==> src/rtl/mem_arbiter.sv <==
// Round-robin arbiter sharing one single-port memory among NUM_REQ requesters.
// Each access runs IDLE -> GRANT (memory pins driven) -> RESP (one-cycle ack).
module mem_arbiter #(
  parameter int NUM_REQ = 4,
  parameter int ADDR_W  = 8,
  parameter int DATA_W  = 8
) (
  input  logic                       clk,
  input  logic                       reset_n,
  input  logic [NUM_REQ-1:0]         req,
  input  logic [NUM_REQ-1:0]         we,
  input  logic [NUM_REQ*ADDR_W-1:0]  addr,
  input  logic [NUM_REQ*DATA_W-1:0]  wdata,
  output logic [NUM_REQ-1:0]         ack,
  output logic [DATA_W-1:0]          rdata,
  output logic [2:0]                 grant_id,
  output logic                       busy,
  output logic                       mem_operation,
  output logic [ADDR_W-1:0]          mem_address,
  output logic [DATA_W-1:0]          mem_data_in,
  input  logic [DATA_W-1:0]          mem_data_out
);

  typedef enum logic [1:0] {
    IDLE  = 2'd0,
    GRANT = 2'd1,
    RESP  = 2'd2
  } state_t;

  localparam logic [2:0] LAST_INIT = 3'(NUM_REQ - 1);

  state_t            state_q, state_d;
  logic [2:0]        grant_id_q, grant_id_d;
  logic [2:0]        last_q, last_d;
  logic [DATA_W-1:0] rdata_q, rdata_d;

  logic              any_req;
  logic [2:0]        winner;
  int                idx;

  logic              sel_we;
  logic [ADDR_W-1:0] sel_addr;
  logic [DATA_W-1:0] sel_wdata;

  // Search last+1, last+2, ... (wrapping) and keep the first pending requester.
  always_comb begin
    any_req = 1'b0;
    winner  = '0;
    idx     = 0;
    for (int k = 1; k <= NUM_REQ; k++) begin
      idx = int'(last_q) + k;
      if (idx >= NUM_REQ) begin
        idx = idx - NUM_REQ;
      end
      if (!any_req && req[idx]) begin
        any_req = 1'b1;
        winner  = 3'(idx);
      end
    end
  end

  always_comb begin
    sel_we    = 1'b0;
    sel_addr  = '0;
    sel_wdata = '0;
    for (int i = 0; i < NUM_REQ; i++) begin
      if (grant_id_q == 3'(i)) begin
        sel_we    = we[i];
        sel_addr  = addr[i*ADDR_W +: ADDR_W];
        sel_wdata = wdata[i*DATA_W +: DATA_W];
      end
    end
  end

  always_comb begin
    state_d       = state_q;
    grant_id_d    = grant_id_q;
    last_d        = last_q;
    rdata_d       = rdata_q;
    ack           = '0;
    mem_operation = 1'b0;
    mem_address   = '0;
    mem_data_in   = '0;
    case (state_q)
      IDLE: begin
        if (any_req) begin
          grant_id_d = winner;
          state_d    = GRANT;
        end
      end
      GRANT: begin
        mem_operation = sel_we;
        mem_address   = sel_addr;
        mem_data_in   = sel_wdata;
        // Memory read is combinational, so capture it on the GRANT-ending edge.
        if (!sel_we) begin
          rdata_d = mem_data_out;
        end
        state_d = RESP;
      end
      RESP: begin
        for (int i = 0; i < NUM_REQ; i++) begin
          ack[i] = (grant_id_q == 3'(i));
        end
        last_d  = grant_id_q;
        state_d = IDLE;
      end
      default: begin
        state_d = IDLE;
      end
    endcase
  end

  always_ff @(posedge clk or negedge reset_n) begin
    if (!reset_n) begin
      state_q    <= IDLE;
      grant_id_q <= '0;
      last_q     <= LAST_INIT;
      rdata_q    <= '0;
    end else begin
      state_q    <= state_d;
      grant_id_q <= grant_id_d;
      last_q     <= last_d;
      rdata_q    <= rdata_d;
    end
  end

  assign busy     = (state_q != IDLE);
  assign rdata    = rdata_q;
  assign grant_id = grant_id_q;

endmodule

==> config.mk <==
export PLATFORM = sky130hd
export DESIGN_NAME = mem_arbiter
export DESIGN_NICKNAME = d
export VERILOG_FILES = /design/src/rtl/mem_arbiter.sv
export SDC_FILE = /design/constraint.sdc
export NUM_CORES = 1
export LEC_CHECK = 0
export ABC_AREA = 1
export ABC_CLOCK_PERIOD_IN_PS = 2600
export BUFFER_PORTS_ARGS = -buffer_cell sky130_fd_sc_hd__buf_4
export CAP_MARGIN = 25
export CORE_MARGIN = 2
export CORE_UTILIZATION = 40
export DETAILED_ROUTE_END_ITERATION = 16
export PLACE_DENSITY = 0.84
export SYNTH_ARGS = -nofsm -noshare
export SYNTH_HDL_FRONTEND = slang
export SYNTH_SLANG_ARGS = --single-unit
==> constraint.sdc <==
create_clock -name clk -period 2.6 [get_ports clk]
set_input_delay 0.65 -clock clk [delete_from_list [all_inputs] [get_ports clk]]
set_output_delay 0.65 -clock clk [all_outputs]
set_load 0.01 [all_outputs]
==> flow_summary.toml, run 1 <==
[run_status]
status = "finished clean"

[power_and_ir_drop]
p_per_area_nw_per_um2 = 1100
leakage_uw = 0.00127
peakVddDrop_uv = 713

[timing]
fmax_mhz = 415
tightest_slew_ns = 0.575
drv_slew = 0
finClkSkew_ns = 0.00540
finalHoldViolations = 0
period_needed_ns = 2.41
fin_tns_setup_ns = 0
maxSlewHeadroom_pct = 61.6
fin_crit_sh_pct = 92.6
rsz0062_at_grt = "false"
setup_viol = 0

[yosys]
synth-seq-cells = 16
syn-num-nets = 313
synth-seq-area-share_pct = 26.9
yosys_warnings = 0
synth_cell_types = 31
synth_area_per_cell_sq_um = 6.55
synth_area_sq_um = 1500
syn-instance-count = 229

[route]
wirelength_um = 5500
drt_pass1_iterations = 4
post_drt_wl_per_cell_um = 14.0
avgViaCountPerCell = 5.17
drtIter0Drc = 127
drtAntennaViolNets = 0
drc = 0
vias = 2032

[global_route]
grt_start_max_net_pins = 19
antenna_found_initial = 0
grt_pass1_wl_um = 8620
grt_overflow = 0
first_global_vias = 1855
grt_use_total_pct = 25.2

[clock_network]
cts_buffer_depth = 2
htree_levels = 1
cts_setup_buffers = 0
clkTransAtPathRegs_ns = 0.07
clock_latency_ns = 0.25
cts_tree = "built"
cts_buffers = 3
root_buffer = "clkbuf_8"
ctsHoldBuffers = 0
clock_sinks = 16

[cells_and_area]
fin_area_sq_um = 2490
multiInputGateArea_sq_um = 991
fillCellCount = 344
drive_above_1_share_pct = 44.1
n_antenna_cell = 0
layout.nets = 430
area_growth_pct = 65.9
regArea_sq_um = 403
final_cell_mix = "buf_4 (120), nand2_1 (77), o21ai_0 (31)"
final_common_cell = "buf_4"

[die]
die_w_um = 65.2
dieArea_sq_um = 4250
core_sq_um = 3630
start_util_pct = 41.3
die_height_um = 65.2
num_io_pins = 115
fp-row-count = 22

[worst_setup_path]
cp-start-kind = "register"
critPathKind = "register to primary output"
cp_max_fo = 18
arrival_ns = 1.76
worstPathRequired_ns = 1.95
end_kind = "primary output"

[worst_hold_path]
hold_path.class = "primary input to asynchronous set/reset pin"

[placement]
dp_hpwl_um = 4440
globalplace.congestion = 0.895
dpl-instance-area_sq_um = 2430
portBuffers = 114

[job]
max_cap_viol_count = 0
flip-flops by register name, indices dropped and copies added, names as in the netlist:
name      count
state_q       2
last_q        3
grant_id      3
rdata         8
report_power, final:
group	internal, uW	leakage [uW]	switching, uW
sequential	370	0.000197	108
clock	134	0.0000288	86.0
combinational	831	0.00105	1200
per-layer routing:
metal | GRT usage, % | share of wire (%) | vias up
met5 | 0 | 0 | -
met2 | 42.7 | 48 | 87
met4 | 9.11 | 2.7 | 0
met3 | 6.68 | 8.5 | 18
li1 | - | - | 1010
met1 | 30.6 | 40 | 917
worst paths after layout:
path | startpoint | end | slack [ns] | cells after the start
setup / recovery | grant_id[0] | mem_data_in[3] | 0.19 | 5
hold / removal | reset_n | grant_id[2] | 0.24 | 1
setup reg to reg | last_q[1] | grant_id[1] | 0.59 | 10
hold reg to reg | rdata[2] | rdata[2] | 0.48 | 2
max in group asynchronous | reset_n | last_q[1] | 2.11 | 1
min in group clk | rdata[2] | rdata[2] | 0.48 | 2
critical path: stages, from the launching register on:
cell	delay [ns]
dfrtp_1	0.48
buf_4	0.24
nand2_2	0.29
o21ai_0	0.13
a31oi_1	0.21
buf_4	0.16
through the flow:
stage / hold slack [ns] / util, % / total power [uW] / setup WS, ns / instances
after global routing: 0.254 / 68.4 / 2990 / 0.0165 / 393
final: 0.244 / 68.4 / 2730 / 0.192 / 393
after floorplan: 0.354 / - / 1780 / 0.562 / 229
after global placement: 0.457 / 66.8 / 2470 / 0.455 / 389
after detailed placement: 0.460 / 66.8 / 2510 / 0.411 / 389
after CTS: 0.251 / 68.3 / 2730 / 0.137 / 393
cell usage after synthesis (all sizes together):
cell type,number,area (sq um)
a211oi,1,7.51
a21oi,1,5.00
a31oi,15,93.8
a41oi,1,8.76
buf,3,15.0
clkbuf,5,18.8
dfrtp,14,350
dfstp,2,52.6
ha,2,25.0
inv,19,76.3
nand2,88,383
nand3,22,128
nand3b,2,15.0
nand4,2,12.5
nor2,10,68.8
nor3,2,10.0
nor4,1,6.26
o211ai,1,7.51
o21a,1,7.51
o21ai,37,208
cell type report:
type                    count  share of cell area (%)
repair buffers            120                    36.2
inverters                  19                    3.07
flip-flops and latches     16                    16.2
multi-input cells         186                    39.9
clock buffers               4                    2.21
well taps                  48                    2.42
cells by family (layout without fill, tap and decap cells):
family | Yosys count | after routing | synth area share (%)
buffers and inverters | 27 | 143 | 7.35
flip-flops | 16 | 16 | 26.9
AND/OR/NAND/NOR | 127 | 127 | 41.6
AO/OA/AOI/OAI | 57 | 57 | 22.5
adder cells (fa/ha/maj) | 2 | 2 | 1.67
timing repair:
action / in CTS / in global routing
hold endpoints to repair: 0 / 0
setup endpoints to repair: 0 / 7
resized for setup: 0 / 1
No activity file was read; power rests on OpenSTA's default activity.
==> inputs of run 2 (changes only) <==
--- a/config.mk
+++ b/config.mk
@@ -11,6 +11,7 @@
 export CAP_MARGIN = 25
 export CORE_MARGIN = 2
 export CORE_UTILIZATION = 40
+export CTS_BUF_LIST = sky130_fd_sc_hd__clkbuf_16
 export DETAILED_ROUTE_END_ITERATION = 16
 export PLACE_DENSITY = 0.84
 export SYNTH_ARGS = -nofsm -noshare
==> flow_summary.toml, run 2 (synthesis gave the netlist of run 1 again) <==
[clock_network]
clock_sinks = 16
cts_setup_buffers = 0
cts_buffer_depth = 2
htree_levels = 1
cts_buffers = 3
clock_latency_ns = 0.24
ctsHoldBuffers = 0
clkTransAtPathRegs_ns = 0.05
root_buffer = "clkbuf_16"
cts_tree = "built"

[power_and_ir_drop]
peakVddDrop_uv = 763
p_total_uw = 2810
p_per_area_nw_per_um2 = 1120
leakage_uw = 0.00128

[die]
dieArea_sq_um = 4250
die_height_um = 65.2
die_w_um = 65.2
start_util_pct = 41.3
core_sq_um = 3630
num_io_pins = 115
fp-row-count = 22

[timing]
fin_crit_sh_pct = 91.7
rsz0062_at_grt = "false"
finalHoldViolations = 0
setup_viol = 0
fmax_mhz = 419
tightest_slew_ns = 0.597
drv_slew = 0
period_needed_ns = 2.38
fin_tns_setup_ns = 0
maxSlewHeadroom_pct = 60.1
finClkSkew_ns = 0.00282
fin_ws_ns = 0.216

[worst_setup_path]
r2r_cells = 10
worstSetupPathDepth = 5
critPathKind = "register to primary output"
cp_cell_sequence = "buf_4, nand2_2, o21ai_0, a31oi_1, buf_4"
worstPathRequired_ns = 1.95
cp-start-kind = "register"
cp_max_fo = 18
cp.buffers_inverters = 2
critPathMaxStageDelay_ns = 0.47
crit_family = "flip-flops"
arrival_ns = 1.73
worst_path_max_delay_cell = "dfrtp_1"
end_kind = "primary output"
crit_top_cell = "buf_4"

[global_route]
grt_use_total_pct = 25.2
grt_overflow = 0
first_global_vias = 1868
grtUsageMet3_pct = 7.19
grt_pass1_wl_um = 8590
met1_usage_pct = 30.2
use_met2_pct = 42.1
top_usage_layer = "met2"
antenna_found_initial = 0
grt_start_max_net_pins = 19

[worst_hold_path]
hold_path.class = "primary input to asynchronous set/reset pin"

[route]
drtAntennaViolNets = 0
avgViaCountPerCell = 5.12
drc = 0
drtIter0Drc = 118
post_drt_wl_per_cell_um = 13.9
drt_pass1_iterations = 4
wirelength_um = 5450
vias = 2011

[job]
max_cap_viol_count = 0

[placement]
dp_slack_ns = 0.411
dpl-instance-area_sq_um = 2430
globalplace.congestion = 0.895
portBuffers = 114
placed_cells = 389
dp_hpwl_um = 4440

[cells_and_area]
n_antenna_cell = 0
fin_area_sq_um = 2510
final_common_cell = "buf_4"
area_growth_pct = 67.4
drive_above_1_share_pct = 43.8
largest_reg_flops = 8
stdcell_count = 393
final_cell_mix = "buf_4 (120), nand2_1 (77), o21ai_0 (31)"
layout.nets = 430

[run_status]
status = "finished clean"
run 2: cell count changes in the layout (fill, tap and decap cells not counted), sizes merged:
| cell | before | now |
|---|---|---|
| clkinv | 0 | 1 |
| clkbuf | 4 | 3 |
run 2: where the power goes:
part / switching [uW] / internal, uW / leakage [uW]
Combinational: 1210 / 831 / 0.00105
Clock: 90.3 / 204 / 0.0000385
Sequential: 107 / 371 / 0.000197
Total: 1400 / 1410 / 0.00128
run 2: metrics by stage:
step	hold WS [ns]	utilization, %
2_1_floorplan	0.354	-
3_3_place_gp	0.457	66.8
3_5_place_dp	0.460	66.8
4_1_cts	0.259	68.9
5_1_grt	0.269	69.1
6_report	0.254	69.1
run 2: what timing repair did:
item	4_1_cts	5_1_grt
endpoints found under the setup margin	0	3
resized for setup	0	1
endpoints found under the hold margin	0	0
run 2: area by class of cell:
class / instances / area, sq um
inverters: 19 / 76.3
repair buffers: 120 / 901
fillers: 335 / 1120
multi-input cells: 186 / 991
well taps: 48 / 60.1
clock inverters: 1 / 3.75
flip-flops and latches: 16 / 403
clock buffers: 3 / 75.1
run 2: layer usage:
metal  up-vias  share of wire [%]
met5         -                  0
met4         0                2.9
met3        18                9.2
met2        85                 48
met1       896                 40
li1       1012                  -
run 2: final timing paths:
| path | endpoint | slack (ns) | startpoint |
|---|---|---|---|
| max | mem_data_in[3] | 0.22 | grant_id[0] |
| min | rdata[3] | 0.25 | reset_n |
| max reg2reg | grant_id[1] | 0.59 | last_q[1] |
| min reg2reg | rdata[3] | 0.47 | rdata[3] |
| max in group asynchronous | last_q[1] | 2.10 | reset_n |
| min in group clk | rdata[3] | 0.47 | rdata[3] |
==> inputs of run 3 (changes only) <==
--- a/config.mk
+++ b/config.mk
@@ -7,13 +7,14 @@
 export LEC_CHECK = 0
 export ABC_AREA = 1
 export ABC_CLOCK_PERIOD_IN_PS = 2600
-export BUFFER_PORTS_ARGS = -buffer_cell sky130_fd_sc_hd__buf_4
 export CAP_MARGIN = 25
 export CORE_MARGIN = 2
-export CORE_UTILIZATION = 40
+export CORE_UTILIZATION = 63
 export CTS_BUF_LIST = sky130_fd_sc_hd__clkbuf_16
 export DETAILED_ROUTE_END_ITERATION = 16
-export PLACE_DENSITY = 0.84
+export DONT_BUFFER_PORTS = 1
+export PLACE_DENSITY = 0.82
 export SYNTH_ARGS = -nofsm -noshare
 export SYNTH_HDL_FRONTEND = slang
 export SYNTH_SLANG_ARGS = --single-unit
+export TNS_END_PERCENT = 30
==> flow_summary.toml, run 3 (synthesis gave the netlist of run 1 again) <==
[global_route]
grt_overflow = 0
antenna_found_initial = 0
grt_use_total_pct = 28.6
grt_pass1_wl_um = 5900
grt_start_max_net_pins = 20
first_global_vias = 1450

[die]
dieArea_sq_um = 2790
die_w_um = 52.8
num_io_pins = 115
core_sq_um = 2230
start_util_pct = 67.1
fp-row-count = 17
die_height_um = 52.8

[power_and_ir_drop]
leakage_uw = 0.000724
peakVddDrop_uv = 950
p_per_area_nw_per_um2 = 1480

[route]
drt_pass1_iterations = 4
wirelength_um = 4070
drtAntennaViolNets = 0
vias = 1629
post_drt_wl_per_cell_um = 15.7
avgViaCountPerCell = 6.29
drc = 0
drtIter0Drc = 35

[placement]
portBuffers = 0
dp_hpwl_um = 3170
globalplace.congestion = 0.844
dp_slack_ns = 0.337
placed_cells = 255

[worst_setup_path]
critPathKind = "register to primary output"
crit_family = "flip-flops"
cp-start-kind = "register"
cp.buffers_inverters = 2
cp_cell_sequence = "inv_2, nor2_2, buf_4, nand2_1, a31oi_1"
r2r_start = "last_q[1]"
arrival_ns = 1.83
cp_max_fo = 12
timing.rr.end = "grant_id[1]"
worst_path_max_delay_cell = "dfrtp_1"
worstPathRequired_ns = 1.95
end_kind = "primary output"
critPathMaxStageDelay_ns = 0.59
r2r_cells = 10
ff2ff_setup_slack_ns = 0.54

[cells_and_area]
drive_above_1_share_pct = 16.0
area_growth_pct = 8.68
final_cell_mix = "nand2_1 (77), o21ai_0 (31), nand3_1 (20)"
layout.nets = 316
n_antenna_cell = 0
stdcell_count = 259
fillCellCount = 185
largest_reg_flops = 8
final_common_cell = "nand2_1"

[clock_network]
htree_levels = 1
root_buffer = "clkbuf_16"
cts_setup_buffers = 0
cts_tree = "built"
clock_sinks = 16
ctsHoldBuffers = 0
clkTransAtPathRegs_ns = 0.05
cts_buffers = 3
cts_buffer_depth = 2
clock_latency_ns = 0.25

[timing]
fin_ws_ns = 0.119
setup_viol = 0
rsz0062_at_grt = "false"
period_needed_ns = 2.48
finalHoldViolations = 0
fmax_mhz = 403
maxSlewHeadroom_pct = 60.2
tightest_slew_ns = 0.591
fin_crit_sh_pct = 95.4
drv_slew = 0
fin_tns_setup_ns = 0
finClkSkew_ns = 0.00427

[run_status]
status = "finished clean"

[worst_hold_path]
hold_path.class = "primary input to asynchronous set/reset pin"

[job]
max_cap_viol_count = 0
==> run 3: worst max-delay path by stage <==
stage                           start             end  slack [ns]  depth (start not counted)
final                     grant_id[0]  mem_address[1]        0.12                          5
after CTS                 grant_id[1]  mem_address[1]        0.06                          6
after detailed placement  grant_id[1]  mem_address[3]        0.34                          6
after floorplan           grant_id[2]  mem_address[0]        0.56                          6
after global routing      grant_id[0]  mem_address[5]        0.01                          5
after global placement    grant_id[1]  mem_address[5]        0.39                          6
==> run 3: metal layers <==
layer  global-route usage (%)  routed length, um  up-vias
li1                         -                  -      778
met1                     31.6               1580      741
met2                     51.9               2070       98
met3                     7.43                351       12
met4                     10.7                 71        0
met5                        0                  0        -
==> run 3: area by class of cell <==
class,instances,area [sq um],area share (%)
tap,28,35.0,2.15
multi-input combinational,186,991,60.8
inverter,19,76.3,4.69
timing repair buffer,6,45.0,2.76
clock buffer,3,75.1,4.61
sequential,16,403,24.7
clock inverter,1,3.75,0.230
==> run 3: where the power goes <==
group	switching, uW	internal, uW	leakage (uW)	total [uW]
combinational	1070	501	0.000488	1570
sequential	162	371	0.000197	533
clock	98.0	204	0.0000385	302
==> run 3: repair_timing <==
action	4_1_cts	5_1_grt
endpoints found under the setup margin	0	5
endpoints found under the hold margin	0	0
gates resized for setup	0	1
==> run 3: per-stage QoR <==
stage          cell area, sq um  hold slack [ns]  power, uW  util, %
4_1_cts                    1620           0.0892       2390     72.7
2_1_floorplan              1500            0.354       1780        -
5_1_grt                    1630           0.0860       2610     72.9
3_3_place_gp               1550            0.355       2000     69.2
3_5_place_dp               1550            0.355       2080     69.2
6_report                   1630           0.0918       2400     72.9
